==> src/rtl/uart_rx_core.sv <==
// uart_rx_core
// -----------------------------------------------------------------------------
// UART receiver (8N1, LSB first) feeding the CPU UART data/status registers.
// The asynchronous line is synchronised, oversampled, and each bit is decided
// by a 3-sample majority vote around the middle of the bit. A start bit that
// is not still low at mid-bit is treated as a glitch and ignored. A low stop
// bit reports a framing error and parks the receiver in BREAK until the line
// has been high for a full bit time.
//
// Optional feature: define UART_RX_PARITY_EN to add one even-parity bit
// between the data bits and the stop bit (11-bit frame) and the parity_err
// output.
//
// Ports:
//   clk        system clock, rising edge
//   reset      asynchronous, active-low reset
//   UART_RX    serial line, idles high, asynchronous to clk
//   rd_ack     one-cycle pulse: CPU read of rx_data, clears rx_ready/overrun
//   rx_data    last correctly framed byte
//   rx_valid   one-cycle strobe when rx_data is updated
//   rx_ready   sticky: unread byte present
//   frame_err  one-cycle strobe: stop bit sampled low
//   overrun    sticky: a byte arrived while rx_ready was still set
//   parity_err one-cycle strobe: parity mismatch (UART_RX_PARITY_EN only)
//   busy       receiver is not idle
//
// rd_ack/rx_valid handshake: rx_valid is a pure strobe with no back-pressure;
// rx_ready stays high from the rx_valid cycle until the clock edge that
// samples rd_ack=1. A byte completing on that same edge wins (rx_ready stays
// set, overrun is not set).
// -----------------------------------------------------------------------------
module uart_rx_core #(
   parameter int CLK_FREQ   = 50000000,
   parameter int BAUD       = 9600,
   parameter int OVERSAMPLE = 16
) (
   input  logic       clk,
   input  logic       reset,
   input  logic       UART_RX,
   input  logic       rd_ack,
   output logic [7:0] rx_data,
   output logic       rx_valid,
   output logic       rx_ready,
   output logic       frame_err,
   output logic       overrun,
`ifdef UART_RX_PARITY_EN
   output logic       parity_err,
`endif
   output logic       busy
);

   localparam int DIV = CLK_FREQ / (BAUD * OVERSAMPLE);
   localparam int TW  = (DIV > 1) ? $clog2(DIV) : 1;
   localparam int SW  = (OVERSAMPLE > 1) ? $clog2(OVERSAMPLE) : 1;

   typedef enum logic [2:0] {
      S_IDLE,
      S_START,
      S_DATA,
      S_STOP,
      S_BREAK
`ifdef UART_RX_PARITY_EN
      , S_PARITY
`endif
   } state_t;

   state_t          state, state_n;
   logic            rx_meta, rxs, rxs_prev;
   logic [TW-1:0]   tick_cnt;
   logic [SW-1:0]   samp_cnt;
   logic [2:0]      bit_cnt;
   logic            smp_a, smp_b;
   logic [7:0]      shreg;
   logic            tick, decide, bit_end, maj, clr_cnt;
   logic            load_byte, frame_bad;
`ifdef UART_RX_PARITY_EN
   logic            par_bit, par_ok, par_bad;
`endif

   // Two-flop synchroniser plus one more flop for falling-edge detection.
   always_ff @(posedge clk or negedge reset) begin
      if (!reset) begin
         rx_meta  <= 1'b1;
         rxs      <= 1'b1;
         rxs_prev <= 1'b1;
      end else begin
         rx_meta  <= UART_RX;
         rxs      <= rx_meta;
         rxs_prev <= rxs;
      end
   end

   // The tick that fires while samp_cnt == N brings the count to N+1, so the
   // ticks at samp_cnt 6/7/8 are sample points 7/8/9 (centred on mid-bit);
   // the one at 8 is also the bit decision, using rxs as the third sample.
   assign tick    = (tick_cnt == TW'(DIV - 1));
   assign decide  = tick && (samp_cnt == SW'(8));
   assign bit_end = tick && (samp_cnt == SW'(OVERSAMPLE - 1));
   assign maj     = (smp_a & smp_b) | (smp_a & rxs) | (smp_b & rxs);
   assign busy    = (state != S_IDLE);

`ifdef UART_RX_PARITY_EN
   assign par_ok  = (par_bit == ^shreg);
   assign par_bad = (state == S_STOP) && decide && !par_ok;
`endif

   // Counters restart on every state change so each phase is aligned to its
   // own entry; in BREAK a low line restarts the one-bit high window.
   assign clr_cnt = (state == S_IDLE) || (state_n != state) ||
                    ((state == S_BREAK) && !rxs);

   always_ff @(posedge clk or negedge reset) begin
      if (!reset) begin
         state <= S_IDLE;
      end else begin
         state <= state_n;
      end
   end

   always_comb begin
      state_n   = state;
      load_byte = 1'b0;
      frame_bad = 1'b0;
      case (state)
         S_IDLE: begin
            if (rxs_prev && !rxs) state_n = S_START;
         end
         S_START: begin
            if (decide && maj)  state_n = S_IDLE;
            else if (bit_end)   state_n = S_DATA;
         end
         S_DATA: begin
`ifdef UART_RX_PARITY_EN
            if (bit_end && (bit_cnt == 3'd7)) state_n = S_PARITY;
`else
            if (bit_end && (bit_cnt == 3'd7)) state_n = S_STOP;
`endif
         end
`ifdef UART_RX_PARITY_EN
         S_PARITY: begin
            if (bit_end) state_n = S_STOP;
         end
`endif
         S_STOP: begin
            // Leave at mid stop bit so a back-to-back start edge is caught.
            if (decide) begin
               if (maj) begin
                  state_n = S_IDLE;
`ifdef UART_RX_PARITY_EN
                  load_byte = par_ok;
`else
                  load_byte = 1'b1;
`endif
               end else begin
                  state_n   = S_BREAK;
                  frame_bad = 1'b1;
               end
            end
         end
         S_BREAK: begin
            if (rxs && bit_end) state_n = S_IDLE;
         end
         default: state_n = S_IDLE;
      endcase
   end

   always_ff @(posedge clk or negedge reset) begin
      if (!reset) begin
         tick_cnt <= '0;
         samp_cnt <= '0;
         bit_cnt  <= 3'd0;
      end else begin
         if (clr_cnt) begin
            tick_cnt <= '0;
            samp_cnt <= '0;
         end else if (tick) begin
            tick_cnt <= '0;
            samp_cnt <= (samp_cnt == SW'(OVERSAMPLE - 1)) ? '0 : samp_cnt + SW'(1);
         end else begin
            tick_cnt <= tick_cnt + TW'(1);
         end
         if (state == S_IDLE)                   bit_cnt <= 3'd0;
         else if ((state == S_DATA) && bit_end) bit_cnt <= bit_cnt + 3'd1;
      end
   end

   always_ff @(posedge clk or negedge reset) begin
      if (!reset) begin
         smp_a <= 1'b1;
         smp_b <= 1'b1;
         shreg <= 8'h00;
`ifdef UART_RX_PARITY_EN
         par_bit <= 1'b0;
`endif
      end else begin
         if (tick && (samp_cnt == SW'(6))) smp_a <= rxs;
         if (tick && (samp_cnt == SW'(7))) smp_b <= rxs;
         if ((state == S_DATA) && decide)  shreg <= {maj, shreg[7:1]};
`ifdef UART_RX_PARITY_EN
         if ((state == S_PARITY) && decide) par_bit <= maj;
`endif
      end
   end

   always_ff @(posedge clk or negedge reset) begin
      if (!reset) begin
         rx_data   <= 8'h00;
         rx_valid  <= 1'b0;
         rx_ready  <= 1'b0;
         frame_err <= 1'b0;
         overrun   <= 1'b0;
`ifdef UART_RX_PARITY_EN
         parity_err <= 1'b0;
`endif
      end else begin
         rx_valid  <= load_byte;
         frame_err <= frame_bad;
`ifdef UART_RX_PARITY_EN
         parity_err <= par_bad;
`endif
         if (load_byte) begin
            rx_data  <= shreg;
            rx_ready <= 1'b1;
            if (rx_ready && !rd_ack) overrun <= 1'b1;
         end else if (rd_ack) begin
            rx_ready <= 1'b0;
            overrun  <= 1'b0;
         end
      end
   end

endmodule

==> config.mk <==
export PLATFORM = sky130hd
export DESIGN_NAME = uart_rx_core
export DESIGN_NICKNAME = d
export VERILOG_FILES = /design/src/rtl/uart_rx_core.sv
export SDC_FILE = /design/constraint.sdc
export NUM_CORES = 1
export LEC_CHECK = 0
export CAP_MARGIN = 30
export CORE_UTILIZATION = 50
export CTS_CLUSTER_SIZE = 40
export DETAILED_ROUTE_END_ITERATION = 6
export PLACE_DENSITY = 0.82
export SETUP_SLACK_MARGIN = 0.1
export SKIP_LAST_GASP = 1
export SYNTH_ARGS = -nofsm -noshare
export SYNTH_HDL_FRONTEND = slang
export SYNTH_SLANG_ARGS = --single-unit
==> constraint.sdc <==
create_clock -name clk -period 2.4 [get_ports clk]
set_clock_uncertainty 0.05 [all_clocks]
set_input_delay 0.36 -clock clk [delete_from_list [all_inputs] [get_ports clk]]
set_output_delay 0.36 -clock clk [all_outputs]
set_load 0.02 [all_outputs]
==> results of run 1 <==
## per-stage QoR
step / setup slack, ps / hold slack [ps]
after global placement: 307.1 / 139.8
after CTS: 210.6 / 308.9
after detailed placement: 219.3 / 142.7
final: 217.6 / 307.7
after global routing: 139.4 / 312.1
after floorplan: 489.1 / 14.41
## area by class of cell
type	instances	share of cell area
flip-flops and latches	44	0.4552
multi-input cells	128	0.3858
repair buffers	23	0.08642
clock buffers	5	0.02829
well taps	50	0.02572
inverters	7	0.01080
clock inverters	3	0.007716
## per-layer routing
layer  track usage  share of wire  vias to the layer above
li1              -              -                      714
met1        0.2514           0.47                      736
met2        0.3000           0.48                       27
met3       0.04392          0.036                        8
met4       0.09840          0.019                        0
met5             0              0                        -
## state kept, by name, summed over array words and instances, names as in the netlist
signal and cells:
rx_data 8, state 3, samp_cnt 4, tick_cnt 9, frame_err 1, rx_meta 1, smp_a 1, overrun 1
rx_valid 1, shreg 8, bit_cnt 3, smp_b 1, rx_ready 1, rxs_prev 1, rxs 1
## placed cells by master, fill, tap and decap left out, types with 2 or more instances in the layout
cell type,n
sky130_fd_sc_hd__o221ai_1,2
sky130_fd_sc_hd__o21ai_1,2
sky130_fd_sc_hd__clkbuf_8,5
sky130_fd_sc_hd__buf_4,6
sky130_fd_sc_hd__nor4_1,3
sky130_fd_sc_hd__nand3_1,8
sky130_fd_sc_hd__ha_1,7
sky130_fd_sc_hd__nand2b_1,2
sky130_fd_sc_hd__nand2_1,17
sky130_fd_sc_hd__xnor2_1,5
sky130_fd_sc_hd__a211oi_1,4
sky130_fd_sc_hd__a21oi_1,4
sky130_fd_sc_hd__xor2_1,3
sky130_fd_sc_hd__clkdlybuf4s50_1,15
sky130_fd_sc_hd__dfstp_2,5
sky130_fd_sc_hd__and2_1,2
sky130_fd_sc_hd__clkinv_2,2
sky130_fd_sc_hd__nand4b_1,2
sky130_fd_sc_hd__nor2_1,10
sky130_fd_sc_hd__o211ai_1,2
sky130_fd_sc_hd__dfrtp_1,39
sky130_fd_sc_hd__mux2_1,18
sky130_fd_sc_hd__and3_1,4
sky130_fd_sc_hd__nor3_1,6
sky130_fd_sc_hd__inv_1,7
sky130_fd_sc_hd__a31oi_1,3
sky130_fd_sc_hd__o21ai_0,3
## logic make-up (layout without fill, tap and decap cells)
group,Yosys count,in the layout,synth area share
buffers and inverters,16,38,0.03774
multiplexers,18,18,0.09552
flip-flops,44,44,0.5218
XOR/XNOR,8,8,0.03302
AND/OR/NAND/NOR,63,63,0.1598
adder cells (fa/ha/maj),8,8,0.04599
AO/OA/AOI/OAI,31,31,0.1061
## power breakdown
group          total [mW]  internal [mW]  switching [mW]
logic               0.159         0.0803          0.0787
registers           0.868          0.800          0.0673
clock network       0.460          0.203           0.257
## worst max path at each step
| stage | start | end | depth (start not counted) |
|---|---|---|---|
| floorplan | tick_cnt[0]$_DFF_PN0_ | rx_data[1]$_DFFE_PN0P_ | 8 |
| global placement | samp_cnt[0]$_DFFE_PN0P_ | rx_data[2]$_DFFE_PN0P_ | 6 |
| detailed placement | samp_cnt[0]$_DFFE_PN0P_ | rx_data[7]$_DFFE_PN0P_ | 6 |
| CTS | samp_cnt[0]$_DFFE_PN0P_ | rx_data[6]$_DFFE_PN0P_ | 6 |
| global route | state[2]$_DFF_PN0_ | busy | 3 |
| finish | state[2]$_DFF_PN0_ | busy | 3 |
## repair_timing
item,CTS,global route
endpoints found under the hold margin,5,0
resized for setup,1,1
pin swaps,0,0
hold buffers,1,0
endpoints found under the setup margin,1,2
## worst max-delay path, delay by kind of cell, from the launching register on
family	cells	cell delay, ps
flip-flops	1	520
buffers and inverters	1	540
AND/OR/NAND/NOR	2	420
==> results summary, run 1 <==
The final standard cell utilization of the core came out at 0.6037. The antenna diode instance count is 0. In this run the critical register-to-register path is captured at rx_data[6]$_DFFE_PN0P_. Registers take 1107 um^2. The worst-case IR drop observed on VDD is 0.5170 mV. The non-filler instance count after layout came out at 260.

The number of global-route vias before repair is 1362. The total setup violations reported at the end of the flow came out at 0. The placed wire-length estimate came out at 2.645 mm. The die is 67.15 um tall. The fraction of the cycle the final worst path needs is 0.9093. The highest attainable clock frequency came out at 458.2 MHz. The required time of the worst setup path is 1990 ps.

The measured slew at the worst slew-check pin is 549.3 ps. The final number of max-transition violations came out at 0. The power density normalized to cell area is 611.4 nW/um^2. In this run, synthesis produced a sequential element count of 44. From synthesis to final layout, the design area changed by 14.62%. For this block, the via count after detailed routing is 1485.

The number of enable-type register cells in the synthesized netlist came out at 0. Sorting the synthesized cells by how often they occur yields 39 x sky130_fd_sc_hd__dfrtp_1, 18 x sky130_fd_sc_hd__mux2_1, 17 x sky130_fd_sc_hd__nand2_1. The die covers 4508 um^2.

The shortest period the worst path allows came out at 2182 ps. The maximum buffer depth of the clock tree came out at 2. The average footprint of a synthesized cell came out at 11.29 um^2. The startpoint identified for the worst register-to-register timing path is samp_cnt[0]$_DFFE_PN0P_. Of all flip-flops after synthesis, the portion carrying an async set or reset was 1.000. The signal on the critical path passes through nor2_2 -> nand2_1 -> clkdlybuf4s50_1. The number of optimization iterations in the first detailed-route pass came out at 4. The initial detailed-routing violation count came out at 56.

The post-synth net total is 199. The post-layout total power is 1.487 mW. In the final layout, the multi-input gates occupy 938.4 um^2.

For this run, design rule violations remaining after detail routing come to 0. The synthesized design spends more area on one cell type than any other, namely sky130_fd_sc_hd__dfrtp_1. sky130_fd_sc_hd__dfrtp_1 is the most common cell in the netlist. The clock latency on the worst-skew pair is 300 ps. Entering global routing, the biggest net connects 22 pins. Counting instances, the worst hold path has a depth of 0. The initial cell density of the core is 0.5267. The combined area of all synthesized cells came out at 2122 um^2. The most frequently used flop master after synthesis is sky130_fd_sc_hd__dfrtp_1. The number of max-cap violations is 0. The critical path class is flip-flop to output pin. The global-route wire length before repair came out at 6.354 mm. The top-level I/O count came out at 17. The number of placed instances with taps included is 251. The number of setup buffers added after CTS came out at 0. The via density per instance came out at 5.712. In the post-synthesis netlist, the biggest area contributors are sky130_fd_sc_hd__dfrtp_1 46%, sky130_fd_sc_hd__mux2_1 9.6%, sky130_fd_sc_hd__dfstp_2 6.2%.

The worst hold path belongs to the class flip-flop to flip-flop. The endpoint class of the critical path is an output pin. The final RePlAce weighted congestion is 0.8847. Input and output buffers added on the ports amount to 16. The flow ran to the end, and the final reports show no timing, DRC or antenna violations. After detailed routing, the average wire length per cell comes to 14.85 um. The overall global routing resource usage is 0.1929. The number of H-tree levels came out at 2. The reg2reg setup slack is 350 ps. The number of antenna violations at the first check in global routing is 0.

The number of buffers inserted during clock tree synthesis is 5. The cell at the slowest stage of the critical path is sky130_fd_sc_hd__clkdlybuf4s50_1. The library cell used as clock root buffer is sky130_fd_sc_hd__clkbuf_8. The total wire length is 3.860 mm. In this run the cell area measured after placement is 2331 um^2. The relative max-transition margin came out at 0.6321.

In this run the most critical hold path is launched from rx_meta$_DFF_PN1_. The delay of the slowest critical-path stage came out at 540 ps. TritonCTS built the clock tree. In the final layout, the share of cells above drive strength 1 is 0.1286. The number of warnings issued by yosys is 0. For hold timing, the worst endpoint is rxs$_DFF_PN1_.

The post-CTS clock slew at the launch and capture registers of the worst setup and hold paths came out at 80 ps. The leakage power total is 1.092 nW. The area inside the core boundary is 4029 um^2. The total number of placement rows came out at 23. The number of sinks driven by the clock tree is 44. The peak fanout along the critical path is 12. The final-layout fill cell count came out at 330. The leftover overflow at the end of global routing is 0.

The final layout contains 220 nets. The final antenna-violating net count came out at 0. The number of hold violations in the final report is 0. The chip width is 67.15 um. The setup TNS is 0 ps.

The area share of the leading cell type in the synthesized netlist is 0.4599. STA classifies the critical path startpoint as a flip-flop. The worst reg-to-reg path cell count came out at 6.

Setup repair after global routing left no endpoint under its margin. The data arrival time of the critical path came out at 1770 ps. The finished cells cover 2432 um^2. The post-synthesis instance total came out at 188. Of the synthesized area, sequential elements account for 0.5218. The count of cell types in the netlist is 45.
No activity file was read; power rests on OpenSTA's default activity.
==> run 2, diff against run 1 <==
Settings changed: CORE_MARGIN set to 2, GPL_ROUTABILITY_DRIVEN set to 0.
==> run 2 against run 1 <==
Effect of this change: utilization increased by 1.6 points; power increased by 21%; via count grew 0.13%; routed wire length increased by 2.7%; critical path depth did not move; sequential cell count unchanged; critical endpoint unchanged.
==> results summary, run 2 (synthesis gave the netlist of run 1 again) <==
After detailed routing, the number of remaining DRC violations is 0. Entering global routing, the biggest net connects 24 pins. The peak fanout along the critical path came out at 12. The average wire per standard cell came out at 15.31 um. The overall global routing resource usage is 0.1734.

The leftover overflow at the end of global routing came out at 0. The number of optimization iterations in the first detailed-route pass is 4. The part of the power in registers is 0.482. The chip width is 69.15 um. The count of input and output buffers came out at 16.

The worst setup path is captured at an output pin. The total wire length came out at 3.965 mm. TritonCTS built the clock tree. For this run, the post-layout net count is 219. The die area is 4781 um^2.

Data on the critical path arrives at its endpoint at 1770 ps. Clock-pin slew was measured on the worst setup and hold paths at 80 ps. The register ranked first by flip-flop count is tick_cnt. In this run, CTS created clock tree buffers numbering 5. The number of hold violations in the final report is 0.

The die is 69.15 um tall. The top-level I/O count came out at 17. The required time of the worst setup path is 1990 ps. The power dissipated by switching net loads came out at 0.3993 mW.

The H-tree generated during clock tree synthesis spans 2 levels. The antenna diode instance count is 0. The area inside the core boundary came out at 4029 um^2. The initial detailed-routing violation count is 75. The tightest min-delay check is of the flip-flop to flip-flop type. The worst-case hold slack came out at 309.0 ps. The area growth from synthesis to layout is 17.63%. The internal power of the cells is 1.400 mW.

The highest ir drop seen on vdd is 0.5535 mV. In the final layout, the registers with the most flip-flops are tick_cnt x9, rx_data x8, shreg x8. The shortest period the worst path allows is 2183 ps. The ratio of cells with drive above 1 in the final layout came out at 0.1244. In this run the remaining antenna-violating nets after routing total 0. The total number of placement rows is 23.

The total setup violations reported at the end of the flow is 0. The number of setup buffers added after CTS came out at 0. In this run the worst setup path begins at state[2]$_DFF_PN0_.

Measured on the finished design, the core utilization comes to 0.6196. The clock latency on the worst-skew pair came out at 300 ps. After detailed routing, the number of vias per cell comes to 5.741. The post-layout total power came out at 1.799 mW. The number of vias in the routed layout came out at 1487.

Measured against its own limit, the worst slew margin works out to 0.6191. The highest attainable clock frequency came out at 458.2 MHz. The final-layout fill cell count came out at 317. Detailed placement finished with a half-perimeter wire length of 2.761 mm. Setup repair after global routing left no endpoint under its margin. The logic gate share of total power came out at 0.088.

Leaving out fill and tap cells, the most frequent cell in the layout is sky130_fd_sc_hd__dfrtp_1. The critical path is of the flip-flop to output pin type. The number of global-route vias before repair came out at 1475.

The clock net in this run drives a total of 44 sinks. The final number of max-transition violations is 0. The leakage power total is 1.118 nW. The fraction of the cycle the final worst path needs came out at 0.9094.

The type of origin of the critical path is a flip-flop. The setup TNS came out at 0 ps. In this run the clock root is driven by a sky130_fd_sc_hd__clkbuf_8. The launch instance of the worst min-delay path is rx_meta$_DFF_PN1_. For this design the ratio of total power to cell area is 720.9 nW/um^2. Of the total power, the share spent switching nets is 0.2219. In this run the critical register-to-register path is launched from tick_cnt[0]$_DFF_PN0_. The initial cell density of the core is 0.5267. The measured slew at the worst slew-check pin is 568.7 ps. The flow ran to the end, and the final reports show no timing, DRC or antenna violations. The number of max-cap violations is 0. The global-route wire length before repair is 6.693 mm. The number of antenna violations at the first check in global routing is 0.

The part of the total power dissipated in the clock network came out at 0.430. The flip-flop count of the largest register after layout is 9. The maximum buffer depth of the clock tree came out at 2. In the layout the commonest cells are 39 x sky130_fd_sc_hd__dfrtp_1, 18 x sky130_fd_sc_hd__mux2_1, 17 x sky130_fd_sc_hd__nand2_1.
## run 2: cell count changes in the layout (fill, tap and decap cells not counted)
cell                        previous run  this run
sky130_fd_sc_hd__bufinv_16             0         3
sky130_fd_sc_hd__clkinv_2              2         0
sky130_fd_sc_hd__buf_4                 6         5
sky130_fd_sc_hd__clkinv_4              1         0
## run 2: final timing paths
path / slack (ps) / end / depth (start not counted)
worst max-delay path: 220 / busy / 3
worst min-delay path: 310 / rxs$_DFF_PN1_ / 0
worst max register to register: 330 / samp_cnt[1]$_DFFE_PN0P_ / 7
worst min register to register: 310 / rxs$_DFF_PN1_ / 0
max in group asynchronous: 1060 / rxs$_DFF_PN1_ / 3
min in group asynchronous: 500 / rx_valid$_DFF_PN0_ / 2
## run 2: timing repair
action | CTS | global route
endpoints found under the hold margin | 21 | 0
hold buffers | 1 | 0
gates resized for setup | 0 | 2
endpoints found under the setup margin | 0 | 4
## run 2: layout make-up
class                      count  area [um^2]  area share
inverter                       7        26.28     0.01053
clock buffer                   5        68.82     0.02757
sequential                    44         1107      0.4436
clock inverter                 3        90.09     0.03609
tap                           50        62.56     0.02506
multi-input combinational    128        938.4      0.3759
timing repair buffer          22        202.7     0.08120
## run 2: power groups by stage
stage	sequential [mW]	combinational (mW)	clock (mW)
2_1_floorplan	0.862	0.121	0
3_3_place_gp	0.878	0.151	0
3_5_place_dp	0.876	0.162	0
4_1_cts	0.866	0.162	0.784
5_1_grt	0.877	0.181	0.815
6_report	0.867	0.159	0.774
## run 2: worst max-delay path, stage by stage, from the launching register on
cell,delay (ps)
sky130_fd_sc_hd__dfrtp_1,520
sky130_fd_sc_hd__nor2_2,320
sky130_fd_sc_hd__nand2_1,100
sky130_fd_sc_hd__clkdlybuf4s50_1,540
## run 2: stage by stage
step | worst slack (ps) | cells | area (um^2)
2_1_floorplan | 489.1 | 188 | 2122
4_1_cts | 107.0 | 259 | 2492
5_1_grt | 150.3 | 259 | 2496
3_5_place_dp | 174.6 | 250 | 2323
3_3_place_gp | 304.4 | 250 | 2323
6_report | 217.5 | 259 | 2496
## run 2: routing by layer
| layer | wire length (um) | track usage |
|---|---|---|
| met5 | 0 | 0 |
| met2 | 1965 | 0.2788 |
| met4 | 59 | 0.06536 |
| met1 | 1791 | 0.2320 |
| met3 | 148 | 0.03509 |
